[config.mk]
export PLATFORM = sky130hd
export DESIGN_NAME = reg_file_rd_flat
export DESIGN_NICKNAME = d
export VERILOG_FILES = /design/src/rtl/reg_file_rd_if.sv /design/src/rtl/reg_file_rd.sv /design/src/flat_wrapper.sv
export SDC_FILE = /design/constraint.sdc
export NUM_CORES = 1
export LEC_CHECK = 0
export CORE_MARGIN = 2
export CORE_UTILIZATION = 30
export DETAILED_ROUTE_END_ITERATION = 10
export GPL_TIMING_DRIVEN = 0
export PLACE_DENSITY = 0.58
export SLEW_MARGIN = 20
export SYNTH_ARGS = -nofsm -noshare
export SYNTH_HDL_FRONTEND = slang
export SYNTH_SLANG_ARGS = --single-unit
[constraint.sdc]
create_clock -name clk -period 1.75 [get_ports clk]
set_clock_uncertainty 0.05 [all_clocks]
set_input_delay 0.35 -clock clk [delete_from_list [all_inputs] [get_ports clk]]
set_output_delay 0.35 -clock clk [all_outputs]
set_load 0.01 [all_outputs]
[src/rtl/reg_file_rd_if.sv]
// Decode/writeback bus of the operand-stage register file.
// master drives read requests and writeback; slave returns the registered operands.
interface reg_file_rd_if #(
    parameter int unsigned DWIDTH = 16,
    parameter int unsigned AWIDTH = 3
);
    logic              en_in;
    logic [AWIDTH-1:0] rd_addr;
    logic [AWIDTH-1:0] rs_addr;
    logic              wb_en;
    logic [AWIDTH-1:0] wb_addr;
    logic [DWIDTH-1:0] wb_data;
    logic [DWIDTH-1:0] rd_q;
    logic [DWIDTH-1:0] rs_q;
    logic              en_out;

    modport master (
        output en_in, rd_addr, rs_addr, wb_en, wb_addr, wb_data,
        input  rd_q, rs_q, en_out
    );

    modport slave (
        input  en_in, rd_addr, rs_addr, wb_en, wb_addr, wb_data,
        output rd_q, rs_q, en_out
    );
endinterface

[src/rtl/reg_file_rd.sv]
// Dual-read, single-write register file with write-first forwarding and
// registered operand outputs plus a one-cycle valid toward the ALU operand mux.
module reg_file_rd #(
    parameter int unsigned DWIDTH  = 16,
    parameter int unsigned AWIDTH  = 3,
    parameter bit          R0_ZERO = 1'b1
) (
    input logic          clk,
    input logic          rst_n,
    reg_file_rd_if.slave bus
);
    localparam int unsigned NREGS = 2 ** AWIDTH;

    logic [DWIDTH-1:0] mem_q [NREGS];
    logic [DWIDTH-1:0] rd_q_q, rs_q_q;
    logic [DWIDTH-1:0] rd_src, rs_src;
    logic              en_out_q;
    logic              wr_ok;

    // A write to r0 is dropped when r0 is hardwired to zero.
    assign wr_ok = bus.wb_en && !(R0_ZERO && (bus.wb_addr == '0));

    always_comb begin
        rd_src = mem_q[bus.rd_addr];
        rs_src = mem_q[bus.rs_addr];
        if (bus.wb_en && (bus.wb_addr == bus.rd_addr)) begin
            rd_src = bus.wb_data;
        end
        if (bus.wb_en && (bus.wb_addr == bus.rs_addr)) begin
            rs_src = bus.wb_data;
        end
        if (R0_ZERO && (bus.rd_addr == '0)) begin
            rd_src = '0;
        end
        if (R0_ZERO && (bus.rs_addr == '0)) begin
            rs_src = '0;
        end
    end

    always_ff @(posedge clk or negedge rst_n) begin
        if (!rst_n) begin
            for (int i = 0; i < NREGS; i++) begin
                mem_q[i] <= '0;
            end
        end else if (wr_ok) begin
            mem_q[bus.wb_addr] <= bus.wb_data;
        end
    end

    always_ff @(posedge clk or negedge rst_n) begin
        if (!rst_n) begin
            rd_q_q   <= '0;
            rs_q_q   <= '0;
            en_out_q <= 1'b0;
        end else begin
            en_out_q <= bus.en_in;
            if (bus.en_in) begin
                rd_q_q <= rd_src;
                rs_q_q <= rs_src;
            end
        end
    end

    assign bus.rd_q   = rd_q_q;
    assign bus.rs_q   = rs_q_q;
    assign bus.en_out = en_out_q;
endmodule

[src/flat_wrapper.sv]
// flat-port wrapper written by rule: the top's interface ports become plain ports
module reg_file_rd_flat 
#(
    parameter int unsigned DWIDTH  = 16,
    parameter int unsigned AWIDTH  = 3,
    parameter bit          R0_ZERO = 1'b1
)
  (clk, rst_n, bus_en_in, bus_rd_addr, bus_rs_addr, bus_wb_en, bus_wb_addr, bus_wb_data, bus_rd_q, bus_rs_q, bus_en_out);
  reg_file_rd_if #(.DWIDTH(DWIDTH), .AWIDTH(AWIDTH)) bus_i ();
  input logic clk;
  input logic rst_n;
  input wire logic [$bits(bus_i.en_in)-1:0] bus_en_in;
  input wire logic [$bits(bus_i.rd_addr)-1:0] bus_rd_addr;
  input wire logic [$bits(bus_i.rs_addr)-1:0] bus_rs_addr;
  input wire logic [$bits(bus_i.wb_en)-1:0] bus_wb_en;
  input wire logic [$bits(bus_i.wb_addr)-1:0] bus_wb_addr;
  input wire logic [$bits(bus_i.wb_data)-1:0] bus_wb_data;
  output wire logic [$bits(bus_i.rd_q)-1:0] bus_rd_q;
  output wire logic [$bits(bus_i.rs_q)-1:0] bus_rs_q;
  output wire logic [$bits(bus_i.en_out)-1:0] bus_en_out;
  assign bus_i.en_in = bus_en_in;
  assign bus_i.rd_addr = bus_rd_addr;
  assign bus_i.rs_addr = bus_rs_addr;
  assign bus_i.wb_en = bus_wb_en;
  assign bus_i.wb_addr = bus_wb_addr;
  assign bus_i.wb_data = bus_wb_data;
  assign bus_rd_q = bus_i.rd_q;
  assign bus_rs_q = bus_i.rs_q;
  assign bus_en_out = bus_i.en_out;
  reg_file_rd #(.DWIDTH(DWIDTH), .AWIDTH(AWIDTH), .R0_ZERO(R0_ZERO)) u_core (.clk(clk), .rst_n(rst_n), .bus(bus_i));
endmodule
# --- After elaboration in Yosys (flattened, before gate mapping) ---
# Index checks and enable logic that the tools add are counted.
totals:
  register_bits: 161
  input_bits: 29
op_classes:
  n_lt_le_gt_ge: 4
  n_eq_ne: 2
  mux: 13
  bitwise: 3
  reduce_logical: 8
op_table:
  columns: ["operator", "count"]
  rows:
  - ["2-to-1 mux 16 bit", 9]
  - ["bitwise mux 128 bit", 1]
  - ["binary-select mux 16 bit (select 3 bit)", 2]
  - ["demux 16 bit (select 3 bit)", 1]
  - ["greater-or-equal comparator 4 bit (second input constant)", 3]
  - ["NOT 3 -> 4 bit", 3]
  - ["logical NOT 3 bit", 3]
  - ["equality test 3 bit", 2]
  - ["logical AND 1 bit", 4]
  - ["< comparator 4 x 1 -> 1 bit (second input constant)", 1]
  - ["logical NOT 1 bit", 1]

# --- Longest topological paths before layout ---
# Gate-level depths: netlist of the first run.
depth:
  depth_word: 6
  depth_mapped: 7
  mapped_depth_nobuf: 4

# --- Worst setup path before layout of the first run ---
# No wires, ideal clock.
synth_timing:
  path_type: "in2reg"
  from: "input port bus_rd_addr[1]"
  to: "register u_core.rd_q_q[14], in the netlist u_core.bus.rd_q[14]"
  setup_time_ps: 126
  t_arrival_ps: 1768
  setup_slack_ps: -194
  path_stages: 5
  path_buffers: 2
  path_cell_list: "clkbuf_1 > buf_1 > mux4_2 > mux2_2 > a221o_1"
synth_via:
  elab_chain_cells: 6
synth_lines:
  columns: ["element", "line_no", "text"]
  rows:
  - ["start, declared", "flat_wrapper.sv:13", "input wire logic [$bits(bus_i.rd_addr)-1:0] bus_rd_addr;"]
  - ["NOT 3 -> 4 bit (implied by the code)", "reg_file_rd.sv:24", "rd_src = mem_q[bus.rd_addr];"]
  - ["binary-select mux 16 bit (select 3 bit)", "reg_file_rd.sv:24", null]
  - ["2-to-1 mux 16 bit (implied by the code) (2 in series)", "reg_file_rd.sv:24", null]
  - ["2-to-1 mux 16 bit", "reg_file_rd.sv:26", "if (bus.wb_en && (bus.wb_addr == bus.rd_addr)) begin"]
  - ["2-to-1 mux 16 bit (*)", "reg_file_rd.sv:32", "if (R0_ZERO && (bus.rd_addr == '0)) begin"]
  - ["end signal, assigned", "reg_file_rd.sv:58", "rd_q_q <= rd_src;"]
  - ["end, declared", "reg_file_rd.sv:15", "logic [DWIDTH-1:0] rd_q_q, rs_q_q;"]
# Every way passes the cells marked *; elsewhere a longest branch is shown, timed or not. The select of a mux whose other input is x is not followed.
# A chain may end at the register's enable or synchronous reset.

# --- Final worst setup path of the first run ---
layout_timing:
  from: "register u_core.rd_q_q[12], in the netlist u_core.bus.rd_q[12]"
  to: "output port bus_rd_q[12]"
layout_lines:
  columns: ["element", "line_no", "text"]
  rows:
  - ["end, declared", "flat_wrapper.sv:18", "output wire logic [$bits(bus_i.rd_q)-1:0] bus_rd_q;"]
# No word-level cell between the ends.

==> metrics.md, run 1 <==
| Metric | Value |
|---|---|
| Placeable core region | 0.02703 mm2 |
| Final cell area excluding filler cells | 0.009942 mm2 |
| Number of enable flip-flop cells after synthesis | 0 |
| Number of synthesized register bits | 161 |
| Final worst path period share | 97.74% |
| Average instance area after synthesis | 15.99 um2 |
| Antenna Cells | 0 |
| Most common cell in the netlist | sky130_fd_sc_hd__dfrtp_1 |
| CTS tree | done |
| Placement row count | 60 |
| Maximum ir drop on the vdd rail | 0.0006653 V |
| Power per cell area | 1152 mW/mm2 |
| Summed negative setup slack over all endpoints | 0 ns |
| Initial antenna violation count | 0 |
| Ranking of synthesized cells by area | sky130_fd_sc_hd__dfrtp_1 49%, sky130_fd_sc_hd__mux2_2 14%, sky130_fd_sc_hd__mux4_1 13% |
| Standby leakage power | 4.353 nW |
| Vias in the first global route | 5,410 |
| Relative max-transition margin | 60.43% |
| Maximum number of pins on one net before global-route repair | 90 |
| Setup repair after global routing missed its margin | no |
| Root Buffer | sky130_fd_sc_hd__clkbuf_16 |
| Cell family with the largest share of critical-path delay | buffers and inverters |
| Max-cap violations | 0 |
| Post-route minimum period | 1.710 ns |
| Post-Route WL | 23,470 um |
| Netlist area before placement | 0.008298 mm2 |
| Endpoint type of the worst setup path | primary output |
| DRT antenna net count | 0 |
| Number of nets in the synthesized netlist | 548 |
| TritonCTS sink count | 161 |
| Count of port buffers added during placement | 52 |
| Critical path cell sequence | clkdlybuf4s50_1 |
| Crit path buffers/inverters | 1 |
| Wire length of the first global-routing pass | 35,050 um |
| Count of pins on the block boundary | 62 |
| Initial cell density of the core | 30.70% |
| CTS H-tree depth | 4 |
| Pre-CTS worst setup slack | -1.467 ns |
| Number of violations reported at the end of detailed-routing iteration 0 | 324 |
| Hold_ws | 0.3749 ns |
| Worst-path maximum fanout | 2 |
| Final Util | 36.79% |
| Vias per Instance | 5.393 |
| Detailed-route DRC error count | 0 |
| Max Clk Rate | 584.7 MHz |
| Final routed wire length divided by cell count | 24.79 um |
| Pin slew with the least headroom to its limit | 0.5936 ns |
| Fraction of layout cells with a size suffix above 1 | 40.10% |
| Overall fraction of global-route tracks in use | 16.84% |
| Part of the Yosys area used for sequential elements | 48.55% |
| Total count of hold-check failures in the final report | 0 |
| Pins Over Slew Limit | 0 |
| Post-synthesis to final-layout area growth | 19.81% |
| Delay of the slowest cell on the worst path | 0.54 ns |
| Final nets | 622 |
| Overall die area | 0.02901 mm2 |
| Status | complete, no violations |
| Total design power | 11.45 mW |
| Routability congestion estimate from global placement | 0.7992 |
| Share of Yosys cell area claimed by the top area cell type | 48.55% |
| Final setup violation count | 0 |
| Congestion Overflow GR | 0 |
| Critical Path Slowest Stage Cell | sky130_fd_sc_hd__clkdlybuf4s50_1 |
| Worst hold path type | in2reg |
| Number of warnings issued by yosys | 0 |
| Total via count after detailed routing | 5,107 |
| Kind of critical path | reg2out |
| TritonCTS buffer count | 17 |
| Number of standard cells after synthesis | 519 |
| Die X | 170.3 um |
| Cell Area, Placed | 0.009185 mm2 |
| Clock-pin slew on the worst setup and hold paths | 0.06 ns |
| Data required time at the worst endpoint | 1.35 ns |
| Detailed-placement wirelength estimate | 14,840 um |
| Critical path launch point type | register |
| Most instantiated flip-flop cell in the synthesis netlist | sky130_fd_sc_hd__dfrtp_1 |
| Number of library cell types mapped by synthesis | 27 |
| Number of optimization iterations in the first detailed-route pass | 5 |
| Height of the die | 170.3 um |
| Post-synthesis async set-or-reset flop share | 100.0% |
| Top cell types by occurrence after synthesis | 161 x sky130_fd_sc_hd__dfrtp_1, 106 x sky130_fd_sc_hd__mux2_2, 42 x sky130_fd_sc_hd__mux4_1 |
| Arr. time, crit path | 1.31 ns |
| Post-placement cell count | 913 |
| Yosys top cell by area | sky130_fd_sc_hd__dfrtp_1 |
| Smallest setup slack after layout | 0.03961 ns |
| Worst-case clock buffer depth | 2 |
| Count of placed standard cells in the final layout, fillers left out | 947 |
| Clock latency of the later-clocked register in the worst-skew pair | 0.43 ns |
[registers in the layout, indices dropped and copies added (netlist names)]
register and flops:
u_core.mem_q 128, u_core.bus.rd_q 16, u_core.bus.rs_q 16, u_core.bus.en_out 1
[layout by cell type (no fill, tap or decap), drive strengths merged, types with 4 or more instances in the layout]
cell type,n
buf,29
mux2i,4
nor2b,36
clkdlybuf4s50,25
mux4,62
dlygate4sd2,5
a221o,32
mux2,143
dfrtp,161
clkbuf,56
xnor2,6
dlymetal6s2s,21
[layer usage]
metal | GRT usage, % | vias to the layer above | share of wire, %
li1 | - | 2151 | -
met1 | 22.70 | 2773 | 44
met2 | 27.41 | 156 | 49
met3 | 3.837 | 27 | 5.6
met4 | 4.496 | 0 | 1.9
met5 | 0 | - | 0
[repair_timing]
action                     CTS  global route
pin swaps                    2             0
gates resized for setup     29            29
setup buffers                2             0
hold endpoints to repair    72             0
setup endpoints to repair   75            41
cloned                       0             0
hold buffers                 1             0
[area by class of cell]
type / count / area [um2]
clock inverters: 8 / 127.6
well taps: 341 / 426.7
clock buffers: 24 / 481.7
fillers: 2522 / 17080
plain buffers: 57 / 421.7
flip-flops and latches: 161 / 4029
repair buffers: 56 / 624.3
multi-input cells: 300 / 3831
[logic make-up after synthesis]
| group | after synthesis | synth area share, % |
|---|---|---|
| mux | 209 | 38.62 |
| flops | 161 | 48.55 |
| buf+inv | 58 | 4.071 |
| simple gates | 49 | 3.860 |
| compound gates | 36 | 4.267 |
| xor+xnor | 6 | 0.6333 |
[where the power goes]
group / internal, mW / total (mW) / switching [mW]
sequential: 4.47 / 4.99 / 0.514
clock: 2.36 / 3.89 / 1.53
combinational: 1.60 / 2.58 / 0.979
[worst paths after layout]
path	from	slack, ns	end	cells past startpoint
setup / recovery	u_core.bus.rd_q[12]$_DFFE_PN0P_	0.04	bus_rd_q[12]	1
hold / removal	bus_en_in	0.37	u_core.bus.en_out$_DFF_PN0_	1
setup reg to reg	u_core.mem_q[67]$_DFFE_PN0P_	0.07	u_core.bus.rd_q[3]$_DFFE_PN0P_	3
hold reg to reg	u_core.mem_q[112]$_DFFE_PN0P_	0.43	u_core.mem_q[112]$_DFFE_PN0P_	1
max in group asynchronous	rst_n	0.36	u_core.mem_q[98]$_DFFE_PN0P_	3
min in group asynchronous	rst_n	0.43	u_core.mem_q[104]$_DFFE_PN0P_	2
Power figures use the tool's default switching activity.
==> run 2: changes to the inputs <==
--- a/config.mk
+++ b/config.mk
@@ -6,10 +6,10 @@
 export NUM_CORES = 1
 export LEC_CHECK = 0
 export CORE_MARGIN = 2
-export CORE_UTILIZATION = 30
+export CORE_UTILIZATION = 59
 export DETAILED_ROUTE_END_ITERATION = 10
 export GPL_TIMING_DRIVEN = 0
-export PLACE_DENSITY = 0.58
+export PLACE_DENSITY = 0.92
 export SLEW_MARGIN = 20
 export SYNTH_ARGS = -nofsm -noshare
 export SYNTH_HDL_FRONTEND = slang
==> run 2 against run 1 <==
  * Global-route usage grew 14 points
  * Via count grew 7.1%
  * Largest cell class unchanged
  * Combinational power is essentially flat
  * Critical path type is now in2reg
==> metrics.md, run 2 (same netlist as run 1, synthesis figures left out) <==
| Metric | Value |
|---|---|
| Height of the die | 122.6 um (-28%) |
| Power per cell area | 1161 mW/mm2 (+0.83%) |
| Count of pins on the block boundary | 62 (unchanged) |
| Root Buffer | sky130_fd_sc_hd__clkbuf_16 |
| Endpoint type of the worst setup path | register |
| Worst-case clock buffer depth | 2 (unchanged) |
| Count of placed standard cells in the final layout, fillers left out | 789 (-17%) |
| Final worst path period share | 99.45% (+1.7 points) |
| Reg-to-reg startpoint | u_core.mem_q[110]$_DFFE_PN0P_ |
| TritonCTS sink count | 161 (unchanged) |
| Worst hold path type | in2reg |
| TritonCTS buffer count | 17 (unchanged) |
| Post-placement cell count | 752 (-18%) |
| Critical path launch point type | input pin |
| Total via count after detailed routing | 5,471 (+7.1%) |
| Detailed-placement wirelength estimate | 13,140 um (-11%) |
| Total design power | 11.22 mW (-2.0%) |
| Clock-pin slew on the worst setup and hold paths | 0.06 ns (about the same) |
| CTS tree | done |
| Max Clk Rate | 574.6 MHz (-1.7%) |
| Number of optimization iterations in the first detailed-route pass | 7 (+2) |
| Number of violations reported at the end of detailed-routing iteration 0 | 679 (+110%) |
| CTS H-tree depth | 4 (unchanged) |
| Detailed-route DRC error count | 0 (unchanged) |
| Placement row count | 43 (-28%) |
| Status | complete, no violations |
| Smallest setup slack after layout | 0.009543 ns (-0.03007 ns) |
| Overall die area | 0.01503 mm2 (-48%) |
| Arr. time, crit path | 2.00 ns (+0.69 ns) |
| Worst-path maximum fanout | 10 (+8) |
| Final nets | 626 (+0.64%) |
| Max-cap violations | 0 (unchanged) |
| Wire length of the first global-routing pass | 33,240 um (-5.1%) |
| Capturing point of the worst reg2reg path | u_core.bus.rs_q[14]$_DFFE_PN0P_ |
| DRT antenna net count | 0 (unchanged) |
| Count of port buffers added during placement | 52 (unchanged) |
| Cell Area, Placed | 0.008984 mm2 (-2.2%) |
| Post-route minimum period | 1.740 ns (+0.03007 ns) |
| Total count of hold-check failures in the final report | 0 (unchanged) |
| R2R setup slack | 0.08 ns (about the same) |
| Clock latency of the later-clocked register in the worst-skew pair | 0.44 ns (about the same) |
| Standby leakage power | 4.231 nW (-2.8%) |
| Reg2Reg Depth | 3 (unchanged) |
| Total of fill cells in the finished design | 837 (-67%) |
| Most common library cell in the layout ignoring fill and taps | sky130_fd_sc_hd__dfrtp_1 |
| Initial cell density of the core | 60.01% (+29 points) |
| Vias per Instance | 6.934 (+29%) |
| Maximum number of pins on one net before global-route repair | 100 (+11%) |
| Launching element of the worst setup path | bus_rs_addr[0] |
| Post-synthesis to final-layout area growth | 16.42% |
| Kind of critical path | in2reg |
| Pin slew with the least headroom to its limit | 0.8434 ns (+0.2498 ns) |
| Register with the most flip-flops | u_core.mem_q |
| Hold_ws | 0.3493 ns (-0.02556 ns) |
| Antenna Cells | 0 (unchanged) |
| Max reg flops | 128 (unchanged) |
| Register cell area after layout | 0.004029 mm2 (unchanged) |
| Final setup violation count | 0 (unchanged) |
| Leading cell types in the layout, fill and taps excluded | 161 x sky130_fd_sc_hd__dfrtp_1, 106 x sky130_fd_sc_hd__mux2_2, 58 x sky130_fd_sc_hd__mux4_2 |
| Overall fraction of global-route tracks in use | 31.09% (+14 points) |
| Die X | 122.6 um (-28%) |
| Data required time at the worst endpoint | 2.01 ns (+0.66 ns) |
| Post-Route WL | 21,720 um (-7.5%) |
| Initial antenna violation count | 0 (unchanged) |
| End point of the critical path | u_core.bus.rs_q[6]$_DFFE_PN0P_ |
| Total area of multi-input combinational cells | 0.003797 mm2 (-0.88%) |
| Fraction of layout cells with a size suffix above 1 | 39.90% (-0.20 points) |
| Final routed wire length divided by cell count | 27.52 um (+11%) |
| Maximum ir drop on the vdd rail | 0.0008556 V (+29%) |
| Final cell area excluding filler cells | 0.009661 mm2 (-2.8%) |
| Pre-CTS worst setup slack | -1.073 ns (+0.3942 ns) |
| Relative max-transition margin | 43.78% (-17 points) |
| Placeable core region | 0.01383 mm2 (-49%) |
| Congestion Overflow GR | 0 (unchanged) |
| Routability congestion estimate from global placement | 0.8603 (+7.6%) |
| Vias in the first global route | 5,718 (+5.7%) |
| Pins Over Slew Limit | 0 (unchanged) |
run 2: cell types whose count changed in the layout (fill, tap and decap cells not counted), moves of 2 or more:
cell	change
sky130_fd_sc_hd__o31ai_1	+2
sky130_fd_sc_hd__buf_4	+3
sky130_fd_sc_hd__clkdlybuf4s50_1	+4
sky130_fd_sc_hd__dlymetal6s2s_1	-9
sky130_fd_sc_hd__dlygate4sd2_1	+5
sky130_fd_sc_hd__o31ai_2	-2
sky130_fd_sc_hd__nor2_4	-2
sky130_fd_sc_hd__clkinv_2	+3
sky130_fd_sc_hd__nor2_2	+2
run 2: metal layers:
layer  global-route usage [%]  vias up  share of wire (%)
met5                        0        -                  0
met4                    15.09        0                4.0
met3                    8.550       67                8.6
met2                    47.81      328                 49
met1                    41.25     2905                 39
li1                         -     2171                  -
run 2: report_power, final:
| group | switching (mW) | internal (mW) | total [mW] | leakage, nW |
|---|---|---|---|---|
| sequential | 0.550 | 4.47 | 5.02 | 1.99 |
| combinational | 0.974 | 1.59 | 2.56 | 1.97 |
| clock | 1.48 | 2.16 | 3.63 | 0.275 |
run 2: worst min path at each step:
stage / depth (start not counted) / endpoint / slack (ns) / start
after floorplan: 0 / u_core.bus.en_out$_DFF_PN0_ / 0.004 / rst_n
after global placement: 1 / u_core.mem_q[117]$_DFFE_PN0P_ / 0.41 / u_core.mem_q[117]$_DFFE_PN0P_
after detailed placement: 1 / u_core.mem_q[104]$_DFFE_PN0P_ / 0.28 / rst_n
after CTS: 1 / u_core.bus.en_out$_DFF_PN0_ / 0.31 / bus_en_in
after global routing: 1 / u_core.bus.en_out$_DFF_PN0_ / 0.31 / bus_en_in
final: 1 / u_core.bus.en_out$_DFF_PN0_ / 0.35 / bus_en_in
run 2: what timing repair did:
| item | 4_1_cts | 5_1_grt |
|---|---|---|
| pin swaps | 1 | 1 |
| hold endpoints to repair | 62 | 0 |
| gates resized for setup | 26 | 19 |
| hold buffers | 1 | 0 |
| endpoints found under the setup margin | 80 | 63 |
| buffers inserted | 1 | 4 |
run 2: area by class of cell:
type / instances / area share (%)
plain buffers: 58 / 4.339
clock buffers: 21 / 4.766
clock inverters: 10 / 1.153
multi-input cells: 300 / 39.31
flip-flops and latches: 161 / 41.70
well taps: 180 / 2.331
repair buffers: 59 / 6.398
run 2: through the flow:
stage	utilization (%)	setup TNS, ns
2_1_floorplan	-	-1.653
3_3_place_gp	64.74	-998.72
3_5_place_dp	64.97	-58.59
4_1_cts	69.38	-0.001499
5_1_grt	69.87	-0.04867
6_report	69.87	0
run 2: worst max-delay path, stage by stage:
cell and delay, ns:
sky130_fd_sc_hd__dlygate4sd2_1 0.30, sky130_fd_sc_hd__o31ai_1 0.43, sky130_fd_sc_hd__nor2b_1 0.10, sky130_fd_sc_hd__buf_2 0.21
sky130_fd_sc_hd__buf_4 0.22, sky130_fd_sc_hd__a221o_1 0.39
